`src/rtl/game_flow_ctrl_if.sv`:
```
// Signal bundle between the Asteroids game sequencer and the rest of the game.
// master: the sequencer (game_flow_ctrl). It takes in the frame tick, the fire
//         button, the collision level and lives_zero. It drives the state code,
//         the title zoom, the banner enables, the ship and torpedo enables and
//         the respawn and die pulses.
// slave:  the surrounding logic: frame-tick generator, lives counter and
//         sprite units.
interface game_flow_ctrl_if;
    logic       frame_tick;
    logic       btn_fire;
    logic       collision;
    logic       lives_zero;
    logic [2:0] state;
    logic [7:0] title_scale;
    logic       draw_title;
    logic       draw_gameover;
    logic       ship_visible;
    logic       ship_respawn;
    logic       die_pulse;
    logic       fire_en;
    logic       invulnerable;

    modport master (
        input  frame_tick, btn_fire, collision, lives_zero,
        output state, title_scale, draw_title, draw_gameover, ship_visible,
               ship_respawn, die_pulse, fire_en, invulnerable
    );

    modport slave (
        output frame_tick, btn_fire, collision, lives_zero,
        input  state, title_scale, draw_title, draw_gameover, ship_visible,
               ship_respawn, die_pulse, fire_en, invulnerable
    );
endinterface

```
`src/rtl/game_flow_ctrl.sv`:
```
// Asteroids game sequencer. The phases run in this order:
//   title zoom -> wait for start -> play -> death and respawn -> game over.
// Collisions are gated into the lives counter so that each crash gives exactly
// one die pulse. Every output is registered: the registers load values that
// are computed from the next state and the next counter values, so a cause
// becomes visible on the following cycle.
// Ports:
//   clk_25  pixel clock
//   resetN  asynchronous active-low reset
//   gf      game_flow_ctrl_if.master. Carries frame_tick, btn_fire, collision
//           and lives_zero in; state, title_scale, banner and ship enables,
//           ship_respawn, die_pulse, fire_en and invulnerable out.
module game_flow_ctrl #(
    parameter int DEATH_FRAMES  = 60,
    parameter int INVULN_FRAMES = 120,
    parameter int BLINK_LOG2    = 2
) (
    input  logic              clk_25,
    input  logic              resetN,
    game_flow_ctrl_if.master  gf
);

    typedef enum logic [2:0] {
        S_TITLE   = 3'd0,
        S_READY   = 3'd1,
        S_PLAY    = 3'd2,
        S_DYING   = 3'd3,
        S_RESPAWN = 3'd4,
        S_OVER    = 3'd5
    } state_t;

    state_t     state_reg, state_next;
    logic [7:0] title_scale_reg, title_scale_next;
    logic [7:0] invuln_cnt_reg, invuln_cnt_next;
    logic [7:0] death_cnt_reg, death_cnt_next;
    logic       fire_armed_reg, fire_armed_next;
    logic       btn_prev_reg;
    logic       draw_title_reg, draw_gameover_reg, ship_visible_reg;
    logic       ship_respawn_reg, die_pulse_reg, fire_en_reg, invulnerable_reg;
    logic       die_next;
    logic       fire_edge;

    assign fire_edge = gf.btn_fire & ~btn_prev_reg;

    always_comb begin
        state_next       = state_reg;
        title_scale_next = title_scale_reg;
        invuln_cnt_next  = invuln_cnt_reg;
        death_cnt_next   = death_cnt_reg;
        fire_armed_next  = fire_armed_reg;
        die_next         = 1'b0;

        case (state_reg)
            S_TITLE: begin
                if (gf.frame_tick && title_scale_reg != 8'd255)
                    title_scale_next = title_scale_reg + 8'd1;
                if (fire_edge || (gf.frame_tick && title_scale_reg == 8'd255))
                    state_next = S_READY;
            end
            S_READY: begin
                if (fire_edge)
                    state_next = S_RESPAWN;
            end
            S_RESPAWN: begin
                state_next = S_PLAY;
            end
            S_PLAY: begin
                if (gf.frame_tick && invuln_cnt_reg != 8'd0)
                    invuln_cnt_next = invuln_cnt_reg - 8'd1;
                // The start press is still held on entry. Torpedoes stay
                // locked until the button has been seen released once.
                if (!gf.btn_fire)
                    fire_armed_next = 1'b1;
                // The death test uses the pre-decrement count, so a tick
                // that lands together with a collision at count 1 still
                // protects the ship.
                if (gf.collision && invuln_cnt_reg == 8'd0) begin
                    die_next       = 1'b1;
                    death_cnt_next = 8'(DEATH_FRAMES);
                    state_next     = S_DYING;
                end else if (gf.lives_zero) begin
                    state_next = S_OVER;
                end
            end
            S_DYING: begin
                if (gf.frame_tick) begin
                    death_cnt_next = death_cnt_reg - 8'd1;
                    if (death_cnt_reg == 8'd1)
                        state_next = gf.lives_zero ? S_OVER : S_RESPAWN;
                end
            end
            S_OVER: begin
                state_next = S_OVER;
            end
            default: begin
                state_next = S_TITLE;
            end
        endcase

        // Load the counter when RESPAWN is entered, so that the invulnerable
        // output is already high during the one-cycle respawn.
        if (state_next == S_RESPAWN) begin
            invuln_cnt_next = 8'(INVULN_FRAMES);
            fire_armed_next = 1'b0;
        end
    end

    always_ff @(posedge clk_25 or negedge resetN) begin
        if (!resetN) begin
            state_reg         <= S_TITLE;
            title_scale_reg   <= 8'd0;
            invuln_cnt_reg    <= 8'd0;
            death_cnt_reg     <= 8'd0;
            fire_armed_reg    <= 1'b0;
            // Reset to 1: a button held through reset produces no edge.
            btn_prev_reg      <= 1'b1;
            draw_title_reg    <= 1'b1;
            draw_gameover_reg <= 1'b0;
            ship_visible_reg  <= 1'b0;
            ship_respawn_reg  <= 1'b0;
            die_pulse_reg     <= 1'b0;
            fire_en_reg       <= 1'b0;
            invulnerable_reg  <= 1'b0;
        end else begin
            state_reg         <= state_next;
            title_scale_reg   <= title_scale_next;
            invuln_cnt_reg    <= invuln_cnt_next;
            death_cnt_reg     <= death_cnt_next;
            fire_armed_reg    <= fire_armed_next;
            btn_prev_reg      <= gf.btn_fire;
            draw_title_reg    <= (state_next == S_TITLE) || (state_next == S_READY);
            draw_gameover_reg <= (state_next == S_OVER);
            ship_visible_reg  <= (state_next == S_PLAY) &&
                                 ((invuln_cnt_next == 8'd0) || invuln_cnt_next[BLINK_LOG2]);
            ship_respawn_reg  <= (state_next == S_RESPAWN);
            die_pulse_reg     <= die_next;
            fire_en_reg       <= (state_next == S_PLAY) && fire_armed_next && gf.btn_fire;
            invulnerable_reg  <= (invuln_cnt_next != 8'd0);
        end
    end

    assign gf.state         = state_reg;
    assign gf.title_scale   = title_scale_reg;
    assign gf.draw_title    = draw_title_reg;
    assign gf.draw_gameover = draw_gameover_reg;
    assign gf.ship_visible  = ship_visible_reg;
    assign gf.ship_respawn  = ship_respawn_reg;
    assign gf.die_pulse     = die_pulse_reg;
    assign gf.fire_en       = fire_en_reg;
    assign gf.invulnerable  = invulnerable_reg;

endmodule

```
`src/flat_wrapper.sv`:
```
// flat-port wrapper written by rule: the top's interface ports become plain ports
module game_flow_ctrl_flat 
#(
    parameter int DEATH_FRAMES  = 60,
    parameter int INVULN_FRAMES = 120,
    parameter int BLINK_LOG2    = 2
)
  (clk_25, resetN, gf_frame_tick, gf_btn_fire, gf_collision, gf_lives_zero, gf_state, gf_title_scale, gf_draw_title, gf_draw_gameover, gf_ship_visible, gf_ship_respawn, gf_die_pulse, gf_fire_en, gf_invulnerable);
  game_flow_ctrl_if gf_i ();
  input  logic clk_25;
  input  logic resetN;
  input wire logic [$bits(gf_i.frame_tick)-1:0] gf_frame_tick;
  input wire logic [$bits(gf_i.btn_fire)-1:0] gf_btn_fire;
  input wire logic [$bits(gf_i.collision)-1:0] gf_collision;
  input wire logic [$bits(gf_i.lives_zero)-1:0] gf_lives_zero;
  output wire logic [$bits(gf_i.state)-1:0] gf_state;
  output wire logic [$bits(gf_i.title_scale)-1:0] gf_title_scale;
  output wire logic [$bits(gf_i.draw_title)-1:0] gf_draw_title;
  output wire logic [$bits(gf_i.draw_gameover)-1:0] gf_draw_gameover;
  output wire logic [$bits(gf_i.ship_visible)-1:0] gf_ship_visible;
  output wire logic [$bits(gf_i.ship_respawn)-1:0] gf_ship_respawn;
  output wire logic [$bits(gf_i.die_pulse)-1:0] gf_die_pulse;
  output wire logic [$bits(gf_i.fire_en)-1:0] gf_fire_en;
  output wire logic [$bits(gf_i.invulnerable)-1:0] gf_invulnerable;
  assign gf_i.frame_tick = gf_frame_tick;
  assign gf_i.btn_fire = gf_btn_fire;
  assign gf_i.collision = gf_collision;
  assign gf_i.lives_zero = gf_lives_zero;
  assign gf_state = gf_i.state;
  assign gf_title_scale = gf_i.title_scale;
  assign gf_draw_title = gf_i.draw_title;
  assign gf_draw_gameover = gf_i.draw_gameover;
  assign gf_ship_visible = gf_i.ship_visible;
  assign gf_ship_respawn = gf_i.ship_respawn;
  assign gf_die_pulse = gf_i.die_pulse;
  assign gf_fire_en = gf_i.fire_en;
  assign gf_invulnerable = gf_i.invulnerable;
  game_flow_ctrl #(.DEATH_FRAMES(DEATH_FRAMES), .INVULN_FRAMES(INVULN_FRAMES), .BLINK_LOG2(BLINK_LOG2)) u_core (.clk_25(clk_25), .resetN(resetN), .gf(gf_i));
endmodule
```
`config.mk`:
```
export PLATFORM = sky130hd
export DESIGN_NAME = game_flow_ctrl_flat
export DESIGN_NICKNAME = d
export VERILOG_FILES = /design/src/rtl/game_flow_ctrl_if.sv /design/src/rtl/game_flow_ctrl.sv /design/src/flat_wrapper.sv
export SDC_FILE = /design/constraint.sdc
export NUM_CORES = 1
export LEC_CHECK = 0
export ABC_AREA = 1
export BUFFER_PORTS_ARGS = -buffer_cell sky130_fd_sc_hd__buf_2
export CAP_MARGIN = 0
export CORE_UTILIZATION = 45
export DETAILED_ROUTE_END_ITERATION = 16
export PLACE_DENSITY = 0.6
export SKIP_LAST_GASP = 1
export SLEW_MARGIN = 20
export SYNTH_ARGS = -nofsm -noshare
export SYNTH_HDL_FRONTEND = slang
export SYNTH_SLANG_ARGS = --single-unit
```
`constraint.sdc`:
```
create_clock -name clk_25 -period 1.8 [get_ports clk_25]
set_input_delay 0.09 -clock clk_25 [delete_from_list [all_inputs] [get_ports clk_25]]
set_output_delay 0.09 -clock clk_25 [all_outputs]
set_load 0.02 [all_outputs]
```
==> results.json, run 1 <==
{
  "routedWlPerCell_um": 12.25,
  "power.total_mw": 3.715,
  "core_area_sq_um": 4354,
  "min_period_ps": 1710,
  "worstSetupStartpoint": "u_core.gf.state[2]$_DFF_PN0_",
  "ioPinCount": 24,
  "overflow": 0,
  "fillers": 379,
  "dr.first_iter.drc_count": 114,
  "crit_path_frequent_cell": "nor2_2",
  "synth_top_area_share_pct": 41.72,
  "critPathBufInv": 1,
  "cts_buffer_depth": 2,
  "routed_wl_um": 4041,
  "vias": 1669,
  "peakVddDrop_mv": 0.9066,
  "grt_usage_pct": 18.56,
  "slowest_delay_ps": 450,
  "firstDrtPassIters": 4,
  "synthAdderAreaFrac_pct": 3.067,
  "grt_pass1_wl_um": 7113,
  "tns_ps": 0,
  "cts_sinks": 36,
  "critPathKind": "flop to flop",
  "relSlewSlack_pct": 46.97,
  "initial_core_util_pct": 46.84,
  "synth_cells": 228,
  "clk_pin_slew_worst_paths_ps": 70,
  "antenna_left": 0,
  "hold_path.class": "input port to flop",
  "worstPathArrival_ps": 1930,
  "layout.cells.non_filler": 330,
  "gp_congestion": 0.7893,
  "area_growth_syn_to_layout_pct": 25.83,
  "dp.cells": 312,
  "syn_avg_cell_area_sq_um": 8.945,
  "fin_skew_ps": 6.103,
  "setup_viol": 0,
  "die_w_um": 69.32,
  "row_count": 24,
  "root_buffer": "clkbuf_8",
  "vias_per_cell": 5.058,
  "yosys.area_share.simple_pct": 35.77,
  "min_to": "u_core.gf.draw_gameover$_DFF_PN0_",
  "worst_setup_path_start_kind": "flop",
  "ys_seq_area_share_pct": 44.29,
  "dp_hpwl_um": 2877,
  "synth-seq-cells": 36,
  "io_buffers": 23,
  "final_area_sq_um": 2566,
  "holdPathStages": 3,
  "grt_setup_unrepaired": "yes",
  "finish.utilization_pct": 58.94,
  "ys_warn_count": 0,
  "r2r-start": "u_core.gf.state[2]$_DFF_PN0_",
  "yosysUniqueCellTypes": 34,
  "cp_slowest_cell": "dfrtp_2",
  "die_area_sq_um": 4805,
  "finalCritPeriodShare_pct": 95.01,
  "maxSlewViolCount": 0,
  "synth_top_area_cell": "dfrtp_1",
  "first_global_vias": 1616,
  "maxCapViolations": 0,
  "worst_pin_slew_ps": 795.4,
  "chipHeight_um": 69.32,
  "remaining_drc_errors": 0,
  "drive_above_1_share_pct": 43.17,
  "clock.fmax_mhz": 584.7,
  "syn_nets": 239,
  "clk_latency_ps": 290,
  "syn_area_sq_um": 2039,
  "antenna_found_initial": 0,
  "cts_max_level": 2,
  "nNetsFinal": 288,
  "p_per_area_nw_per_um2": 1448,
  "synth_top_family_by_area": "simple AND/OR/NAND/NOR gates",
  "end_kind": "flop",
  "postPlaceCellArea_sq_um": 2287,
  "grt_max_degree": 37,
  "cp.required_ps": 2020,
  "netlist_top_cells_area": "dfrtp_1, nand2_1, nand3_1",
  "cts_buffers": 5,
  "synth-xor-area-share_pct": 3.865,
  "cts_tree": "built",
  "cp_max_fo": 8,
  "cpLargestDelayFamily": "simple AND/OR/NAND/NOR gates",
  "synth-compound-area-share_pct": 5.521,
  "hold_viol_final": 0,
  "diodes": 0,
  "leakage_nw": 1.229,
  "timing.rr.end": "u_core.gf.ship_visible$_DFF_PN0_",
  "reg2reg_slack_ps": 90,
  "hp-start": "gf_lives_zero",
  "synthMuxAreaShare_pct": 0.5521,
  "crit_chain": "inv_2 -> nand3_4 -> nor2_8 -> nand4_4 -> o21ai_2 -> nand2_1 -> nor2_1 -> nand2_1 -> nor2_2 -> nor2_2 -> nor2_2",
  "reg2regPathDepth": 11,
  "outcome": "completed"
}
[Yosys cell counts]
library cell	n
a21boi_0	1
mux2_2	1
a21oi_1	4
nand2_1	38
nand4_1	3
dfstp_2	2
o21ai_2	3
nor2_1	22
nor3_1	1
nor2_2	7
xor2_1	7
nand4_4	1
ha_1	5
nand3_2	4
clkinv_4	1
dfrtp_1	34
inv_6	1
o2111ai_1	1
nor3_2	5
nand3_4	4
inv_1	25
o21ai_0	5
nand2_2	12
a31oi_1	1
xnor2_1	2
clkinv_1	2
nand3b_1	2
o22ai_1	1
inv_2	6
o211ai_1	1
nor2_4	4
nor2_8	1
o21ai_1	1
nand3_1	20
[layout make-up]
class | instances | area, sq um | share of cell area [%]
Sequential cell | 36 | 907.1 | 35.35
Tap cell | 52 | 65.06 | 2.535
Clock buffer | 8 | 90.09 | 3.510
Multi-Input combinational cell | 157 | 1087 | 42.37
Inverter | 35 | 141.4 | 5.510
Timing Repair Buffer | 42 | 275.3 | 10.73
[report_power, final]
group	leakage (nW)	switching, mW	internal (mW)
sequential	0.431	0.241	1.08
clock	0.0455	0.275	0.312
combinational	0.752	1.07	0.737
[worst min-delay path: stages]
cell	delay, ps
buf_2	130
nand3_2	90
a21oi_1	60
[routing by layer]
metal	track usage (%)	up-vias	wire, um
met1	26.09	790	1888
met3	3.779	7	192
met2	27.94	45	1900
met4	7.710	0	59
li1	-	827	-
met5	0	-	0
[per-stage QoR]
stage               hold slack [ps]  setup slack (ps)
floorplan                    -205.6             24.21
detailed placement            220.5             28.32
global placement              217.0             47.48
finish                        119.2             89.86
global route                  144.7            -74.17
CTS                           111.4             13.87
[cell families after synthesis]
family / Yosys count
compound gates: 18
simple gates: 124
xor+xnor: 9
flops: 36
buf+inv: 35
fa+ha+maj: 5
mux: 1
[cells in the final DEF, fill, tap and decap left out, types with 7 or more instances in the layout]
cell / netlist / routed
buf_2: 0 / 23
nand3_1: 20 / 16
buf_4: 0 / 16
nand2_2: 12 / 13
nor2_2: 7 / 9
nand2_1: 38 / 35
dfrtp_1: 34 / 31
xor2_1: 7 / 7
inv_2: 6 / 10
inv_1: 25 / 22
nand3_2: 4 / 7
nor2_1: 22 / 18
[how the worst max path moves through the flow]
stage | to | slack, ps | cells after the start
finish | u_core.gf.ship_visible$_DFF_PN0_ | 90 | 11
detailed placement | u_core.death_cnt_reg[7]$_DFFE_PN0P_ | 30 | 11
floorplan | u_core.gf.ship_visible$_DFF_PN0_ | 20 | 11
global route | u_core.gf.ship_visible$_DFF_PN0_ | -70 | 13
CTS | u_core.death_cnt_reg[7]$_DFFE_PN0P_ | 10 | 11
global placement | u_core.death_cnt_reg[7]$_DFFE_PN0P_ | 50 | 11
[repair_timing]
action,in CTS,in global routing
gates resized for setup,0,30
buffers inserted,0,8
endpoints found under the setup margin,0,18
endpoints found under the hold margin,35,0
hold buffers,2,0
Note: power is estimated with default switching activity, not from simulation.
==> run 2: changes to the inputs <==
BUFFER_PORTS_ARGS = -buffer_cell sky130_fd_sc_hd__buf_4   (was -buffer_cell sky130_fd_sc_hd__buf_2)
==> run 2 against run 1 <==
Net effect:
- cell count increased by 0.91%
- clock skew increased by 2.7 ps
- critical endpoint unchanged
- routed wire length decreased by 0.99%
- global-route usage about the same
- power about the same
- die area unchanged
- largest power group unchanged
==> results.json, run 2 (synthesis results as in run 1) <==
{
  "final_cell_mix": "buf_4, nand2_1, dfrtp_1",
  "relSlewSlack_pct": 69.37,
  "min_period_ps": 1701,
  "dp_hpwl_um": 3002,
  "layout_commonest_cell": "buf_4",
  "core_area_sq_um": 4354,
  "pre_cts_slack_ps": 25.68,
  "crit_path_frequent_cell": "nand2_1",
  "r2r-start": "u_core.invuln_cnt_reg[1]$_DFF_PN0_",
  "worstPathArrival_ps": 1920,
  "dp.cells": 312,
  "reg2reg_slack_ps": 100,
  "vias": 1643,
  "cts_max_level": 2,
  "finish.utilization_pct": 60.26,
  "critPathBufInv": 1,
  "remaining_drc_errors": 0,
  "diodes": 0,
  "initial_core_util_pct": 46.84,
  "gp_congestion": 0.7722,
  "cts_buffer_depth": 2,
  "finalCritPeriodShare_pct": 94.52,
  "first_global_vias": 1582,
  "firstDrtPassIters": 4,
  "worst_pin_slew_ps": 459.4,
  "end_kind": "flop",
  "worst_setup_path_start_kind": "flop",
  "layout.cells.non_filler": 333,
  "grt_pass1_wl_um": 7162,
  "dr.first_iter.drc_count": 143,
  "p_per_area_nw_per_um2": 1415,
  "vias_per_cell": 4.934,
  "ioPinCount": 24,
  "grt_usage_pct": 18.53,
  "grt_max_degree": 37,
  "crit_chain": "inv_2 -> ha_4 -> nand2_1 -> nor2_1 -> nand2_2 -> nand3_2 -> nand2_1 -> nand2_1 -> nand3_2 -> nor2_1 -> nand2_1 -> nor2_2 -> nor2_2 -> nor2_2",
  "leakage_nw": 1.237,
  "die_w_um": 69.32,
  "hold_viol_final": 0,
  "row_count": 24,
  "maxSlewViolCount": 0,
  "root_buffer": "clkbuf_8",
  "fin_skew_ps": 8.830,
  "slowest_delay_ps": 390,
  "routedWlPerCell_um": 12.02,
  "antenna_left": 0,
  "cp_slowest_cell": "dfrtp_1",
  "io_buffers": 23,
  "clock.fmax_mhz": 587.8,
  "antenna_found_initial": 0,
  "area_growth_syn_to_layout_pct": 28.65,
  "worst-path-stages": 14,
  "setup_viol": 0,
  "tns_ps": 0,
  "cts_buffers": 5,
  "whs_ps": 123.5,
  "timing.rr.end": "u_core.gf.ship_visible$_DFF_PN0_",
  "overflow": 0,
  "critPathKind": "flop to flop",
  "outcome": "completed",
  "postPlaceCellArea_sq_um": 2345,
  "worstSetupStartpoint": "u_core.invuln_cnt_reg[1]$_DFF_PN0_",
  "cp_max_fo": 7,
  "cts_sinks": 36,
  "routed_wl_um": 4001,
  "grt_setup_unrepaired": "yes",
  "chipHeight_um": 69.32,
  "die_area_sq_um": 4805,
  "crit_end": "u_core.gf.ship_visible$_DFF_PN0_",
  "drive_above_1_share_pct": 40.93,
  "peakVddDrop_mv": 0.8289,
  "cp.required_ps": 2020,
  "cts_tree": "built",
  "final_area_sq_um": 2624,
  "reg2regPathDepth": 14,
  "maxCapViolations": 0,
  "power.total_mw": 3.713,
  "clk_pin_slew_worst_paths_ps": 70,
  "clk_latency_ps": 280,
  "nNetsFinal": 291,
  "fin_ws_ps": 98.61,
  "cpLargestDelayFamily": "simple AND/OR/NAND/NOR gates",
  "hold_path.class": "input port to flop"
}
run 2: area by class of cell:
type                       instances  area, sq um
inverter                          35        143.9
fill                             375         1730
sequential                        36        905.9
multi-input combinational        157         1074
timing repair buffer              45        355.3
clock buffer                       8        80.08
tap                               52        65.06
run 2: worst min path at each step:
stage                        from                                  end  slack (ps)  cells past startpoint
floorplan                  resetN  u_core.death_cnt_reg[0]$_DFFE_PN0P_        -210                      0
global placement           resetN     u_core.gf.ship_respawn$_DFF_PN0_          80                      1
CTS                 gf_lives_zero    u_core.gf.draw_gameover$_DFF_PN0_         110                      3
detailed placement         resetN   u_core.invuln_cnt_reg[1]$_DFF_PN0_          80                      1
global route        gf_lives_zero         u_core.gf.state[0]$_DFF_PN0_         130                      3
finish              gf_lives_zero    u_core.gf.draw_gameover$_DFF_PN0_         120                      3
run 2: routing by layer:
layer	wire length [um]	vias to the layer above	part of all wire, %	GRT usage, %
li1	-	837	-	-
met1	1932	773	48	26.07
met2	1876	26	47	28.48
met3	132	7	3.3	3.343
met4	60	0	1.5	7.029
met5	0	-	0	0
run 2: worst min-delay path: cells and delay by family:
family	cells	cell delay, ps
compound gates	1	60
simple gates	1	80
buf+inv	1	130
run 2: repair_timing:
item	CTS	global route
endpoints found under the setup margin	0	6
hold buffers	2	0
resized for setup	0	23
setup buffers	0	11
hold endpoints to repair	35	0
run 2: report_power, final:
group / switching [mW] / internal [mW]
clock: 0.270 / 0.275
combinational: 1.05 / 0.786
sequential: 0.248 / 1.08
